### src/rtl/ram_scan_reader.sv
// Scans a 32x4 synchronous RAM, advancing on a periodic tick or a step edge.
// Define RAM_SCAN_STEP_EN to enable the step input; otherwise step is ignored.
module ram_scan_reader #(
    parameter int TICK_DIV = 50000000,
    parameter int ADDR_W   = 5,
    parameter int DATA_W   = 4
) (
    input  logic              clock,
    input  logic              resetn,
    input  logic              run,
    input  logic              step,
    output logic [ADDR_W-1:0] rd_address,
    input  logic [DATA_W-1:0] rd_q,
    output logic [ADDR_W-1:0] disp_addr,
    output logic [DATA_W-1:0] disp_data,
    output logic              data_valid
);

    localparam int CNT_W = (TICK_DIV > 2) ? $clog2(TICK_DIV) : 1;

    typedef enum logic [1:0] {
        INIT,
        IDLE,
        WAIT,
        CAPTURE
    } state_t;

    state_t           state;
    logic [CNT_W-1:0] tick_cnt;
    logic             tick;
    logic             step_edge;
    logic             pending;
    logic             advance;

    assign tick    = run && (tick_cnt == CNT_W'(TICK_DIV - 1));
    assign advance = tick || step_edge || pending;

    always_ff @(posedge clock) begin
        if (!resetn) begin
            tick_cnt <= '0;
        end else if (!run || tick) begin
            tick_cnt <= '0;
        end else begin
            tick_cnt <= tick_cnt + CNT_W'(1);
        end
    end

`ifdef RAM_SCAN_STEP_EN
    logic step_q;

    assign step_edge = step && !step_q;

    always_ff @(posedge clock) begin
        if (!resetn) begin
            step_q <= 1'b0;
        end else begin
            step_q <= step;
        end
    end
`else
    logic unused_step;

    assign unused_step = step;
    assign step_edge   = 1'b0;
`endif

    always_ff @(posedge clock) begin
        if (!resetn) begin
            state      <= INIT;
            rd_address <= '0;
            disp_addr  <= '0;
            disp_data  <= '0;
            data_valid <= 1'b0;
            pending    <= 1'b0;
        end else begin
            data_valid <= 1'b0;
            case (state)
                INIT: begin
                    rd_address <= '0;
                    if (tick) pending <= 1'b1;
                    state <= WAIT;
                end
                IDLE: begin
                    if (advance) begin
                        rd_address <= rd_address + ADDR_W'(1);
                        pending    <= 1'b0;
                        state      <= WAIT;
                    end
                end
                WAIT: begin
                    // RAM read latency: rd_q becomes valid during this cycle
                    if (tick) pending <= 1'b1;
                    state <= CAPTURE;
                end
                CAPTURE: begin
                    if (tick) pending <= 1'b1;
                    disp_data  <= rd_q;
                    disp_addr  <= rd_address;
                    data_valid <= 1'b1;
                    state      <= IDLE;
                end
                default: state <= INIT;
            endcase
        end
    end

endmodule

### config.mk
export PLATFORM = sky130hd
export DESIGN_NAME = ram_scan_reader
export DESIGN_NICKNAME = d
export VERILOG_FILES = /design/src/rtl/ram_scan_reader.sv
export SDC_FILE = /design/constraint.sdc
export NUM_CORES = 1
export LEC_CHECK = 0
export ABC_CLOCK_PERIOD_IN_PS = 2700
export BUFFER_PORTS_ARGS = -buffer_cell sky130_fd_sc_hd__clkbuf_2
export CAP_MARGIN = 20
export CORE_MARGIN = 2
export CORE_UTILIZATION = 45
export DETAILED_ROUTE_END_ITERATION = 8
export GPL_TIMING_DRIVEN = 0
export SKIP_CTS_REPAIR_TIMING = 1
export SLEW_MARGIN = 0
export SYNTH_ARGS = -nofsm -noshare
export SYNTH_HDL_FRONTEND = slang
export SYNTH_SLANG_ARGS = --single-unit
### constraint.sdc
create_clock -name clock -period 2.7 [get_ports clock]
set_input_delay 0.135 -clock clock [delete_from_list [all_inputs] [get_ports clock]]
set_output_delay 0.135 -clock clock [all_outputs]
set_load 0.03 [all_outputs]
Word level (Yosys, flattened, before mapping). Cells that the tools add are included.

Magnitude comparators: 0. Multiply operators: 0. Shift-type cells: 0. Reduce and logical (&&, ||, !) cells: 10. Bitwise operators: 1. Div/mod/pow operators: 0. Equality and inequality tests: 6. Muxes and demuxes: 8. Add/subtract/negate cells: 2.

Operators by type and width (count): 26-bit by 1-bit adder with 26-bit output (second input constant) (1); 26-bit == test (second input constant) (1); 5-bit case mux with 2 select lines (1); 2-bit case mux with 4 select lines (1); 5-bit by 1-bit adder with 5-bit output (second input constant) (1); 5-bit 2-to-1 mux (1); 2-bit == test (second input constant) (2); 2-bit AND reduction (2); 1-bit 2-to-1 mux (3); 3-bit OR reduction (1); 2-bit by 1-bit == test with 1-bit output (second input constant) (1); 2-bit zero test (1); 1-bit logical OR (2); 2-bit 2-to-1 mux (1); 2-bit by 1-bit inequality test with 1-bit output (second input constant) (1); 2-bit inequality test (second input constant) (1); 1-bit case mux with 2 select lines (1); 2-bit nonzero test (1); 2-bit OR reduction (1); 1-bit logical AND (1); 1-bit zero test (1); 1-bit inverter (1).

Bits in latches: 0. Memories: 0. RAM bits: 0. Memory bits (read-only): 0. Output and inout bits: 15. Word-level logic and storage cells: 34. Input port bits: 8. Bits in registers: 44.

Depth between registers and ports, before layout.
Word-level depth: 5. Depth in mapped cells: 7. Mapped depth without buffers: 6.

Worst setup path after synthesis. OpenSTA, ideal clock, no wires.

Kind: register to register. Start: register tick_cnt[24]. End: register rd_address[4]. Buffers on the path: 0. Slack: 0.756 ns. Data arrival time: 1.869 ns. Clock period less this slack: 1.944 ns. Required time: 2.626 ns. Library setup time: 0.074 ns. Cell stages (with the launch flop): 6. Cell sequence: dfxtp_1 or4b_4 nor4_4 a21oi_2 or4_1 a31oi_1.

Longest elaborated chain between the ends: 5.

Ends and longest elaborated chain: start, declared (RTL line 29) `logic [CNT_W-1:0] tick_cnt;`; start signal, assigned (RTL line 44) `tick_cnt <= tick_cnt + CNT_W'(1);`; 26-bit == test (RTL line 35) `assign tick = run && (tick_cnt == CNT_W'(TICK_DIV - 1));`; 1-bit logical AND (RTL line 35); 1-bit logical OR (RTL line 36) `assign advance = tick || step_edge || pending;`; 2-bit inequality test (no source line); 2-bit AND reduction (no source line); end signal, assigned (RTL line 85) `rd_address <= rd_address + ADDR_W'(1);`; end, declared (RTL line 12) `output logic [ADDR_W-1:0] rd_address,`.

No other way between the ends. A chain may end at the register's enable or synchronous reset.

Final worst setup path.
Start: register tick_cnt[17]. End: register tick_cnt[14].

Longest elaborated chain between the ends: 4.

Ends and longest elaborated chain: 26-bit == test (RTL line 35); 1-bit logical AND (RTL line 35); 1-bit logical OR (RTL line 41) `end else if (!run || tick) begin`; 2-bit OR reduction (no source line).

No other way between the ends.

==> run metrics <==
status finished clean; Layout area overhead 14.73%; Setup crit end kind flop; Synth Cell Area 1869 um2; internal power 943.7 uW; Mapped Cells 216; number of vias per cell 5.068; Syn Nets 226; clock tree buffer depth 2; clock sink total 44; peak supply drop 0.3843 mV; top post-synthesis cells by area dfxtp_1, xor2_1, nor2_1; static leakage 0.0007749 uW; die footprint 4685 um2; simple-gate share of the synthesized area 30.66%; sequential-to-total area share from yosys stat 47.12%; final std cells w/o fill 295; Synth Area per Inst 8.654 um2; Main synth FF type dfxtp_1; Initial Util 46.73%; fmax 461.3 MHz; Synth Area in Compound Gates 7.229%; first-pass GRT wire length 5692 um; CTS buffer count 5; via count 1495; Adder-Cell Fraction of Synth Area 1.339%; die height 68.45 um; sw power 252.2 uW; Crit Path Category reg2reg; Core Area 4000 um2; port bufs 21; worst-margin pin slew 980.2 ps; Slew HR 34.15%; Clock Latency Late Sink 300 ps; n_diodes 0; Clock Power Share 40.9%; antenna-violating nets left 0; final weighted congestion in routability-driven placement 0.7640; worst endpoint required time 2870 ps; Die X-Extent 68.45 um; Placed Instance Area 2037 um2; Sw Ratio 21.09%; final hold vios 0; Row Count 23; share of layout cells above drive strength 1 14.69%; share of the synthesized area in the top cell type 47.12%; Tcrit/Tclk final 80.29%; Post-synth EDFFs 0; Final Slew Violations 0; io pins 23; post-synth top area cell dfxtp_1; Final Net Count 254; crit path max fanout 10; clock tree root driver cell clkbuf_8; cell with the most instances after synthesis dfxtp_1; endpoints failing setup 0; Final Skew 9.704 ps; combinational share of power 4.1%; vias in the first global route 1317; Yosys warning count 0; Tot GR Track Use 16.25%; DRC 0; final non-filler cell area 2145 um2; htree depth 2; RSZ-0062 raised after global routing no; clock slew seen by the registers of the worst setup and hold paths 80 ps; Async SR Flop Fraction 0%; post-synthesis mux area share 0%; Fillers 399; Reg power frac 55.0%; #FFs+latches synth 44; Arrival @ worst endpoint 2340 ps; largest family of logic cells by synthesized area simple AND/OR/NAND/NOR gates; initial antenna violation count 0; Placed Cells 287; Max Cap Violations 0; initial DRC count 64; multi-input logic area 943.4 um2; library cells used by synthesis 34; largest net degree at the start of global routing 14; CTS tree built; PD cells 557.6 nW/um2; final WL 3475 um; FF+latch area 880.8 um2; Routed wire per std cell 11.78 um; Synth top cells by count dfxtp_1, nor2_1, nand2_1; first-pass iteration count of the detailed router 4; startpoint types flop; fin crit period 2168 ps; grt total ovfl 0; hpwl dp 2519 um; setup tns final 0 ps; worst hold path class in2reg; post-synthesis xor/xnor area fraction 11.24%
## registers in the layout, summed over array words and instances, names as in the netlist
signal and flops:
tick_cnt 26, disp_addr 5, rd_address 5, disp_data 4
state 2, data_valid 1, pending 1
## final timing paths
| path | startpoint | endpoint | slack (ps) | cells after the start |
|---|---|---|---|---|
| setup / recovery | tick_cnt[17] | tick_cnt[14] | 530 | 6 |
| hold / removal | rd_q[1] | disp_data[1] | 60 | 3 |
| setup reg to reg | tick_cnt[17] | tick_cnt[14] | 530 | 6 |
| hold reg to reg | tick_cnt[0] | tick_cnt[0] | 450 | 1 |
## power groups by stage
| stage | sequential [uW] | combinational, uW | clock, uW |
|---|---|---|---|
| floorplan | 678 | 27.8 | 0 |
| global placement | 673 | 50.0 | 0 |
| detailed placement | 673 | 49.7 | 0 |
| CTS | 657 | 49.9 | 503 |
| global route | 658 | 54.8 | 530 |
| finish | 657 | 48.9 | 490 |
## metal layers
metal | global-route usage [%] | wire length [um] | part of all wire, %
met1 | 19.58 | 1702 | 49
met2 | 27.40 | 1586 | 46
met3 | 3.947 | 125 | 3.6
met4 | 6.750 | 61 | 1.8
met5 | 0 | 0 | 0
## logic make-up (layout without fill, tap and decap cells)
group / count (synthesis) / after routing
AND/OR/NAND/NOR: 112 / 112
AO/OA/AOI/OAI: 22 / 22
XOR/XNOR: 24 / 24
buffers and inverters: 12 / 41
adder cells (fa/ha/maj): 2 / 2
flip-flops: 44 / 44
## worst max-delay path, stage by stage (launching register included)
cell and delay, ps:
dfxtp_1 380, or4b_4 510, nor3b_1 220, a31o_2 170, clkbuf_1 270, clkbuf_1 400, nor2_1 100
## final cells by class
cell class	count	area share [%]
multi-input cells	160	43.99
flip-flops and latches	44	41.07
repair buffers	21	4.901
clock buffers	6	3.384
well taps	50	2.917
clock inverters	2	1.634
plain buffers	8	1.400
inverters	4	0.7001
## stage by stage
step           setup WS [ps]  utilization, %  total power [uW]  hold slack (ps)
2_1_floorplan          756.5               -             705.6            248.8
3_3_place_gp           515.9           50.92             722.5            361.7
4_1_cts                481.9           53.61              1210            52.33
5_1_grt                316.2           53.61              1243            54.86
3_5_place_dp           486.2           50.92             722.5            368.3
6_report               532.1           53.61              1196            56.06
## placed cells by master (no fill, tap or decap), types with 2 or more instances in the layout
master    netlist  layout
clkbuf_8        0       5
inv_1           4       4
dfxtp_1        44      44
a31oi_1         3       3
xor2_1         16      16
a21oi_1        11      11
ha_1            2       2
nand2b_1        2       2
nor4_1          2       2
nor2_1         35      35
nor3_1          3       3
or4_1           3       3
clkbuf_2        0      21
and2_1          2       2
clkbuf_1        8       9
and3_1          3       3
nand3_1        13      13
nand4_1         6       6
xnor2_1         8       8
o211ai_1        3       3
nand2_1        33      33
Power figures use the tool's default switching activity.
